$ cat src/rtl/prewish_mask_sequencer.sv
// Multi-channel LED mask player. Each channel shifts a double-buffered mask out
// MSB-first, one bit per shared prescaler tick, in loop or one-shot mode.
module prewish_mask_sequencer #(
    parameter int CHANNELS      = 2,
    parameter int MASK_BITS     = 8,
    parameter int MASK_CLK_BITS = 10,
    parameter int ADDR_BITS     = 1
) (
    input  logic                 i_clk,
    input  logic                 i_rst_n,
    input  logic                 STB_I,
    input  logic [ADDR_BITS-1:0] ADR_I,
    input  logic [MASK_BITS-1:0] DAT_I,
    input  logic                 MODE_I,
    output logic                 ACK_O,
    output logic [CHANNELS-1:0]  o_led,
    output logic [CHANNELS-1:0]  o_busy
);

    // state    | meaning
    // ST_IDLE  | no pattern playing, LED dark, waiting for a pending mask
    // ST_RUN   | shifting the active mask out, one bit per tick
    typedef enum logic {
        ST_IDLE = 1'b0,
        ST_RUN  = 1'b1
    } state_e;

    localparam int IDX_W = $clog2(MASK_BITS);
    localparam logic [IDX_W-1:0] IDX_LAST = IDX_W'(MASK_BITS - 1);

    logic [MASK_CLK_BITS-1:0] presc_q;
    logic [MASK_CLK_BITS-1:0] presc_d;
    logic                     tick;
    logic                     stb_q;
    logic                     ack_q;
    logic                     load_stb;
    logic                     adr_ok;
    logic                     load_ok;

    assign presc_d  = presc_q + MASK_CLK_BITS'(1);
    assign tick     = &presc_q;
    assign load_stb = STB_I & ~stb_q;
    assign adr_ok   = ({{(32-ADDR_BITS){1'b0}}, ADR_I} < 32'(CHANNELS));
    assign load_ok  = load_stb & adr_ok;
    assign ACK_O    = ack_q;

    always_ff @(posedge i_clk or negedge i_rst_n) begin
        if (!i_rst_n) begin
            presc_q <= '0;
            stb_q   <= 1'b0;
            ack_q   <= 1'b0;
        end else begin
            presc_q <= presc_d;
            stb_q   <= STB_I;
            ack_q   <= load_ok;
        end
    end

    for (genvar ch = 0; ch < CHANNELS; ch++) begin : g_ch
        state_e               state_q;
        logic [MASK_BITS-1:0] shift_q;
        logic [MASK_BITS-1:0] act_q;
        logic [MASK_BITS-1:0] pend_mask_q;
        logic [IDX_W-1:0]     idx_q;
        logic                 mode_q;
        logic                 pend_mode_q;
        logic                 pend_valid_q;
        logic                 led_q;
        logic                 load_here;
        logic                 at_end;
        logic                 consume;

        assign load_here = load_ok && (ADR_I == ADDR_BITS'(ch));
        assign at_end    = (state_q == ST_RUN) && (idx_q == IDX_LAST);
        // A pending mask is taken on a tick when idle or on the last bit of a pattern
        assign consume   = tick && pend_valid_q && ((state_q == ST_IDLE) || at_end);

        always_ff @(posedge i_clk or negedge i_rst_n) begin
            if (!i_rst_n) begin
                state_q      <= ST_IDLE;
                shift_q      <= '0;
                act_q        <= '0;
                pend_mask_q  <= '0;
                idx_q        <= '0;
                mode_q       <= 1'b0;
                pend_mode_q  <= 1'b0;
                pend_valid_q <= 1'b0;
                led_q        <= 1'b0;
            end else begin
                // A load in the consuming cycle re-arms the buffer with the new mask
                if (load_here) begin
                    pend_mask_q  <= DAT_I;
                    pend_mode_q  <= MODE_I;
                    pend_valid_q <= 1'b1;
                end else if (consume) begin
                    pend_valid_q <= 1'b0;
                end

                if (consume) begin
                    state_q <= ST_RUN;
                    shift_q <= pend_mask_q;
                    act_q   <= pend_mask_q;
                    mode_q  <= pend_mode_q;
                    idx_q   <= '0;
                    led_q   <= pend_mask_q[MASK_BITS-1];
                end else if (tick && (state_q == ST_RUN)) begin
                    if (!at_end) begin
                        shift_q <= shift_q << 1;
                        idx_q   <= idx_q + IDX_W'(1);
                        led_q   <= shift_q[MASK_BITS-2];
                    end else if (mode_q) begin
                        shift_q <= act_q;
                        idx_q   <= '0;
                        led_q   <= act_q[MASK_BITS-1];
                    end else begin
                        state_q <= ST_IDLE;
                        led_q   <= 1'b0;
                    end
                end
            end
        end

        assign o_led[ch]  = led_q;
        assign o_busy[ch] = (state_q == ST_RUN);
    end

endmodule

$ cat config.mk
export PLATFORM = sky130hd
export DESIGN_NAME = prewish_mask_sequencer
export DESIGN_NICKNAME = d
export VERILOG_FILES = /design/src/rtl/prewish_mask_sequencer.sv
export SDC_FILE = /design/constraint.sdc
export NUM_CORES = 1
export LEC_CHECK = 0
export CELL_PAD_IN_SITES_DETAIL_PLACEMENT = 0
export CELL_PAD_IN_SITES_GLOBAL_PLACEMENT = 1
export CORE_MARGIN = 10
export CORE_UTILIZATION = 51
export DETAILED_ROUTE_END_ITERATION = 6
export PLACE_DENSITY = 0.89
export SETUP_SLACK_MARGIN = 0.2
export SYNTH_ARGS = -nofsm -noshare
export SYNTH_HDL_FRONTEND = slang
export SYNTH_SLANG_ARGS = --single-unit
$ cat constraint.sdc
create_clock -name i_clk -period 6 [get_ports i_clk]
set_input_delay 0.9 -clock i_clk [delete_from_list [all_inputs] [get_ports i_clk]]
set_output_delay 0.9 -clock i_clk [all_outputs]
set_load 0.05 [all_outputs]
### Word level (Yosys, flattened, before mapping)

Index checks and enable logic that the tools add are counted.

* bits in registers: 74
* latch bits: 0
* RAM bits: 0
* memory bits (read-only): 0
* output and inout bits: 5
* word-level logic and storage cells: 94
* memories kept: 0

* add/subtract/negate cells: 3
* multipliers: 0
* divide/modulo/power cells: 0
* order comparisons: 0
* equality and inequality tests: 6
* shifts and indexed selects: 0
* muxes and demuxes: 36
* bitwise operators: 5
* reductions and logical operators: 23

Operators with widths (count)
* 7-bit 2-to-1 mux: 8
* 3-bit 2-to-1 mux: 8
* 1-bit 2-to-1 mux: 20
* 2-bit nonzero test: 6
* 10-bit by 1-bit adder with 10-bit output (second input constant): 1
* 1-bit logical AND: 10
* 10-bit AND reduction: 1
* 3-bit by 1-bit adder with 3-bit output (second input constant): 2
* 3-bit == test (second input constant): 2
* 3-bit by 2-bit inequality test with 1-bit output (second input constant): 2
* 3-bit AND reduction: 2
* 2-bit by 1-bit inequality test with 1-bit output (second input constant): 2
* 1-bit inverter: 4
* 2-bit AND reduction: 2
* 1-bit logical OR: 2
* 1-bit bitwise AND: 1

### Logic depth before layout (Yosys ltp)

Gate-level depths: netlist (run 1).

* depth in word-level cells: 6
* mapped depth: 9

### Worst setup path after synthesis (run 1)

Ideal clock, no wire load.

* path kind: input to register
* from: in STB_I
* to: reg g_ch[0].pend_mask_q[0]
* setup time: 125 ps
* arrival time: 1882 ps
* path slack: 3993 ps
* cell stages on the path: 4
* cell sequence: nor2b_1 -> nor2b_1 -> clkbuf_1 -> mux2_2

* word-level cells in the longest chain between the ends: 2

RTL lines
* start, declared: line 11 `input logic STB_I,`
* 1-bit bitwise AND: line 42 `assign load_stb = STB_I & ~stb_q;`
* 1-bit logical AND: line 73 `assign load_here = load_ok && (ADR_I == ADDR_BITS'(ch));`
* end signal, assigned: line 83 `pend_mask_q <= '0;`
* end signal, assigned: line 92 `pend_mask_q <= DAT_I;`
* end, declared: line 63 `logic [MASK_BITS-1:0] pend_mask_q;`

Every way passes these cells.
A chain may end at the register's enable or synchronous reset.

### Final worst setup path (run 1)

* from: reg g_ch[0].state_q
* to: out o_busy[0]

RTL lines
* start, declared: line 60 `state_e state_q;`
* start signal, assigned: line 80 `state_q <= ST_IDLE;`
* start signal, assigned: line 100 `state_q <= ST_RUN;`
* start signal, assigned: line 116 `state_q <= ST_IDLE;`
* end, declared: line 17 `output logic [CHANNELS-1:0] o_busy`

No word-level cell between the ends.

==> flow_summary.json, run 1 <==
{
  "outcome": "finished clean",
  "regArea_mm2": 0.001852,
  "drc": 0,
  "timing.rr.start": "presc_q[0]",
  "fin_ws_ps": 3264,
  "synth_cell_types": 42,
  "crit_required_ps": 5100,
  "grt_max_degree": 75,
  "cts_hold_buf": 0,
  "leakagePower_nw": 1.821,
  "fin_crit_sh": 0.4560,
  "crit_path_start_kind": "flop",
  "final.setup.tns_ps": 0,
  "place_area_mm2": 0.003456,
  "fin_total_pwr_uw": 982.2,
  "wire_per_inst_um": 15.25,
  "htree_num_levels": 3,
  "multiInputGateArea_mm2": 0.001309,
  "worstSkewPairLatency_ps": 350,
  "antenna_found_initial": 0,
  "dp_cells": 382,
  "grt_setup_unrepaired": "false",
  "initial_core_util": 0.5192,
  "drtPass1Iterations": 4,
  "dieArea_mm2": 0.01004,
  "vias": 2167,
  "grt_use_met2": 0.1840,
  "clock.fmax_mhz": 365.5,
  "grt-busiest-layer": "met2",
  "preCtsSetupSlack_ps": 3170,
  "slew_violations": 0,
  "ys_warn_count": 0,
  "synth-seq-cells": 74,
  "crit_chain": "clkdlybuf4s50_1",
  "core_area_mm2": 0.006314,
  "drt-vias-per-instance": 5.458,
  "cts_root_buf": "clkbuf_8",
  "synth_top_cell_by_area": "dfrtp_1",
  "antenna_cells": 0,
  "gp_congestion": 0.7853,
  "worstMarginPinSlew_ps": 915.1,
  "setup.worst_path.start": "g_ch[0].state_q",
  "async_reset_ff_frac": 1.000,
  "ant_nets": 0,
  "syn-num-nets": 321,
  "overflow": 0,
  "critPathTopFamily": "buffers and inverters",
  "final_cell_area_mm2": 0.003660,
  "syn_area_per_cell_um2": 10.82,
  "yosysMostFrequentCell": "dfrtp_1",
  "cp_max_fo": 13,
  "cts_setup_buffers": 0,
  "cts_num_sinks": 74,
  "fp.dieH_um": 100.2,
  "skew_ps": 7.291,
  "hold_viol": 0,
  "grtUsageMet1": 0.1751,
  "cts_tree": "built",
  "gr-usage-met3": 0.03022,
  "layout-drive-gt1-share": 0.1531,
  "synthTopCellsByArea": "dfrtp_1 56%, mux2_2 8.2%, nand2_1 8.1%",
  "ys_top_cells_by_count": "74 x dfrtp_1, 71 x nand2_1, 24 x mux2_2",
  "drv_cap": 0,
  "crit_path_top_delay_cell": "clkdlybuf4s50_1",
  "cts_buffers": 9,
  "clock_path_buffers": 2,
  "pin_count": 18,
  "rows": 29,
  "grt_pass1_wl_um": 10420,
  "p_per_area_mw_per_mm2": 268.4,
  "worst-path-buf-inv": 1,
  "fin_cells": 397,
  "post-route-util": 0.5797,
  "slew_headroom": 0.3899,
  "first_global_vias": 2171,
  "die_w_um": 100.2,
  "cp_slowest_stage_delay_ps": 890,
  "syn_inst": 303,
  "io_buffers": 17,
  "nFillCells": 551,
  "irDropWorstVdd_mv": 0.1860,
  "wl_um": 6053,
  "syn-cell-area_mm2": 0.003278,
  "ctsResizeCount": 0,
  "critPathArrivalTime_ps": 1840,
  "post-dp-hpwl_um": 4050,
  "ys.flop_type": "dfrtp_1",
  "hold_class": "flop to flop",
  "end_kind": "primary output",
  "seq_area_frac_synth": 0.5649,
  "crit_type": "flop to primary output",
  "hold_start": "stb_q",
  "synth.top_cell.area_share": 0.5649,
  "path_clk_slew_ps": 70,
  "grtUsageTotal": 0.1292,
  "finalSetupViolations": 0,
  "nets": 334,
  "synth_edf_count": 0,
  "syn2layout_area_growth_pct": 11.64,
  "fin_crit_ps": 2736,
  "drt_iter0_drc": 100,
  "whs_ps": 428.7
}
[cells by family after synthesis]
kind of cell,count (synthesis),synth area share
xor gates and xnor gates,8,0.02137
muxes,29,0.09771
buffers and inverters,22,0.03588
DFF,74,0.5649
AOI/OAI and AO/OA,40,0.08283
and+or+nand+nor,125,0.1782
adders and majority gates,5,0.01908
[flip-flops by register name, summed over array words and instances, names as in the netlist]
register / cells
g_ch.act_q: 16
g_ch.idx_q: 6
g_ch.pend_mode_q: 2
stb_q: 1
ACK_O: 1
g_ch.pend_mask_q: 16
g_ch.mode_q: 2
g_ch.led_q: 2
g_ch.shift_q: 14
presc_q: 10
g_ch.pend_valid_q: 2
g_ch.state_q: 2
[report_power, final]
| part | total, mW | internal [mW] | switching, mW |
|---|---|---|---|
| Sequential | 0.538 | 0.522 | 0.0154 |
| Combinational | 0.0465 | 0.0261 | 0.0204 |
| Clock | 0.398 | 0.223 | 0.175 |
| Total | 0.982 | 0.772 | 0.210 |
[cell usage in the layout (no fill, tap or decap), drive strengths merged, types with 3 or more instances in the layout]
| cell type | netlist | routed |
|---|---|---|
| mux2 | 24 | 24 |
| a21oi | 5 | 5 |
| nand2 | 72 | 72 |
| o21ai | 13 | 13 |
| ha | 5 | 5 |
| o31ai | 6 | 6 |
| buf | 10 | 3 |
| nand2b | 4 | 4 |
| inv | 5 | 5 |
| nor2 | 17 | 17 |
| dfrtp | 74 | 74 |
| xnor2 | 6 | 6 |
| nand4 | 5 | 5 |
| mux2i | 5 | 5 |
| a211oi | 7 | 7 |
| clkdlybuf4s50 | 0 | 16 |
| clkbuf | 7 | 13 |
| and3 | 9 | 9 |
| nand3 | 8 | 8 |
[final cells by class]
class / instances / share of cell area
sequential: 74 / 0.5060
multi-input combinational: 207 / 0.3576
timing repair buffer: 19 / 0.04923
clock buffer: 13 / 0.04615
tap: 77 / 0.02632
clock inverter: 2 / 0.009573
inverter: 5 / 0.005128
[path summary, 6_finish.rpt]
check,endpoint,depth (start not counted),slack (ps)
max in group asynchronous,g_ch[1].pend_mask_q[2],2,4640
worst max register to register,g_ch[0].idx_q[0],6,3600
min in group asynchronous,g_ch[1].idx_q[1],2,760
worst max-delay path,o_busy[0],1,3260
worst min-delay path,ACK_O,1,430
worst min register to register,ACK_O,1,430
[metal layers]
layer | routed length (um) | up-vias | share of wire
met5 | 0 | - | 0
met4 | 135 | 0 | 0.022
met3 | 210 | 11 | 0.035
met2 | 2590 | 36 | 0.43
met1 | 3116 | 1055 | 0.51
li1 | - | 1065 | -
(Power assumes the default switching activity.)
==> inputs of run 2 (changes only) <==
--- a/config.mk
+++ b/config.mk
@@ -8,9 +8,9 @@
 export CELL_PAD_IN_SITES_DETAIL_PLACEMENT = 0
 export CELL_PAD_IN_SITES_GLOBAL_PLACEMENT = 1
 export CORE_MARGIN = 10
-export CORE_UTILIZATION = 51
+export CORE_UTILIZATION = 43
 export DETAILED_ROUTE_END_ITERATION = 6
-export PLACE_DENSITY = 0.89
+export PLACE_DENSITY = 0.8
 export SETUP_SLACK_MARGIN = 0.2
 export SYNTH_ARGS = -nofsm -noshare
 export SYNTH_HDL_FRONTEND = slang
==> constraint.sdc (replaced) <==
create_clock -name i_clk -period 2.5 [get_ports i_clk]
set_input_delay 0.375 -clock i_clk [delete_from_list [all_inputs] [get_ports i_clk]]
set_output_delay 0.375 -clock i_clk [all_outputs]
set_load 0.05 [all_outputs]
==> run 2 against run 1 <==
Flip-flop and latch count did not move; clock power rose by 120%; global-route usage fell by 1.0 points; die area rose by 15%; power rose by 130%; non-clock buffer count rose by 8; via count rose by 1.2%; wire length rose by 4.9%.
==> flow_summary.json, run 2 (same netlist as run 1, synthesis figures left out) <==
{
  "outcome": "finished clean",
  "reg_top3": "g_ch.act_q (16), g_ch.pend_mask_q (16), g_ch.shift_q (14)",
  "clock_path_buffers": 2,
  "drt-vias-per-instance": 5.126,
  "clock.fmax_mhz": 460.7,
  "post-dp-hpwl_um": 4551,
  "io_buffers": 17,
  "final_cell_area_mm2": 0.003741,
  "grt_pass1_wl_um": 10980,
  "drc": 0,
  "fin_total_pwr_mw": 2.273,
  "pin_count": 18,
  "crit_path_top_delay_cell": "or3_4",
  "hold_class": "flop to flop",
  "slew_headroom": 0.6124,
  "post-route-util": 0.5103,
  "worst_hold_path.num_cells": 1,
  "end_kind": "flop",
  "antenna_cells": 0,
  "drv_cap": 0,
  "grtUsageTotal": 0.1190,
  "fp.dieH_um": 107.3,
  "layout-drive-gt1-share": 0.1672,
  "first_global_vias": 2194,
  "ant_nets": 0,
  "hold_start": "stb_q",
  "final.setup.tns_ps": 0,
  "initial_core_util": 0.4472,
  "critPathArrivalTime_ps": 2400,
  "multiInputGateArea_mm2": 0.001310,
  "vias": 2194,
  "fin_crit_sh": 0.8682,
  "path_clk_slew_ps": 70,
  "cts_setup_buffers": 0,
  "skew_ps": 7.110,
  "cts_num_sinks": 74,
  "worstSkewPairLatency_ps": 340,
  "wire_per_inst_um": 14.83,
  "layout_common_cells": "74 x dfrtp_1, 71 x nand2_1, 24 x mux2_2",
  "crit_path_start_kind": "flop",
  "cts_root_buf": "clkbuf_8",
  "crit_chain": "ha_1 > nand4_1 > or3_4 > or2_1 > and3_4 > mux2_2",
  "hold-path-endpoint": "ACK_O",
  "gp_congestion": 0.7890,
  "cp_max_fo": 13,
  "layout_commonest_cell": "dfrtp_1",
  "slew_violations": 0,
  "regArea_mm2": 0.001852,
  "wl_um": 6347,
  "nFillCells": 664,
  "dieArea_mm2": 0.01152,
  "overflow": 0,
  "worst-r2r-cell-count": 6,
  "irDropWorstVdd_mv": 0.3049,
  "antenna_found_initial": 0,
  "grt_max_degree": 36,
  "crit_type": "flop to flop",
  "drtPass1Iterations": 4,
  "cts_tree": "built",
  "grt_setup_unrepaired": "true",
  "fin_cells": 428,
  "finalSetupViolations": 0,
  "place_area_mm2": 0.003548,
  "crit_required_ps": 2730,
  "leakagePower_nw": 1.870,
  "timing.rr.start": "presc_q[0]",
  "drt_iter0_drc": 83,
  "core_area_mm2": 0.007331,
  "fin_crit_ps": 2171,
  "cp_slowest_stage_delay_ps": 440,
  "r2r_end": "g_ch[0].idx_q[0]",
  "die_w_um": 107.3,
  "dp_cells": 411,
  "reg2reg_slack_ps": 330,
  "worstMarginPinSlew_ps": 581.5,
  "p_per_area_mw_per_mm2": 607.7,
  "nets": 342,
  "htree_num_levels": 3,
  "cts_buffers": 9,
  "rows": 31,
  "syn2layout_area_growth_pct": 14.12,
  "hold_viol": 0
}
run 2: cell count changes in the layout (fill, tap and decap cells not counted), sizes merged:
cell,change
dlygate4sd3,+1
clkinv,+1
clkdlybuf4s50,-1
buf,+7
dlymetal6s2s,+1
run 2: what timing repair did:
item	CTS	global route
hold buffers	1	0
resized for setup	0	2
endpoints found under the hold margin	18	0
setup endpoints to repair	0	9
run 2: critical path: cells and delay by family, from the launching register on:
kind / cells / cell delay [ps]
and+or+nand+nor: 4 / 1200
muxes: 1 / 250
adders and majority gates: 1 / 220
DFF: 1 / 390
run 2: how the worst max path moves through the flow:
stage               slack [ps]  cells after the start        startpoint                 end
finish                     330                      6        presc_q[0]    g_ch[0].idx_q[0]
floorplan                  580                      9  g_ch[1].idx_q[0]       g_ch[1].led_q
global route               180                      7        presc_q[0]  g_ch[0].shift_q[5]
detailed placement         310                      7  g_ch[1].idx_q[0]  g_ch[1].shift_q[1]
CTS                        260                      1   g_ch[0].state_q           o_busy[0]
global placement           380                      7  g_ch[1].idx_q[0]  g_ch[1].shift_q[3]
run 2: area by class of cell:
class                   count  share of cell area
flip-flops and latches     74              0.4950
multi-input cells         207              0.3502
repair buffers             27             0.06890
clock buffers              13             0.03712
well taps                  99             0.03311
clock inverters             3             0.01070
inverters                   5            0.005017
run 2: metrics by stage:
stage / worst slack (ps) / hold WS [ps]
detailed placement: 310.7 / 361.3
global route: 180.4 / 448.2
floorplan: 576.6 / 79.41
CTS: 264.8 / 427.3
finish: 329.5 / 420.7
global placement: 377.3 / 361.9
run 2: power breakdown:
| group | internal [mW] | switching [mW] |
|---|---|---|
| Combinational | 0.0675 | 0.0504 |
| Clock | 0.460 | 0.402 |
| Sequential | 1.25 | 0.0404 |
run 2: routing by layer:
metal,part of all wire,up-vias,track usage,wire [um]
li1,-,1074,-,-
met2,0.43,38,0.1649,2716
met3,0.050,8,0.03892,317
met1,0.51,1074,0.1702,3241
met4,0.011,0,0.03772,71
met5,0,-,0,0
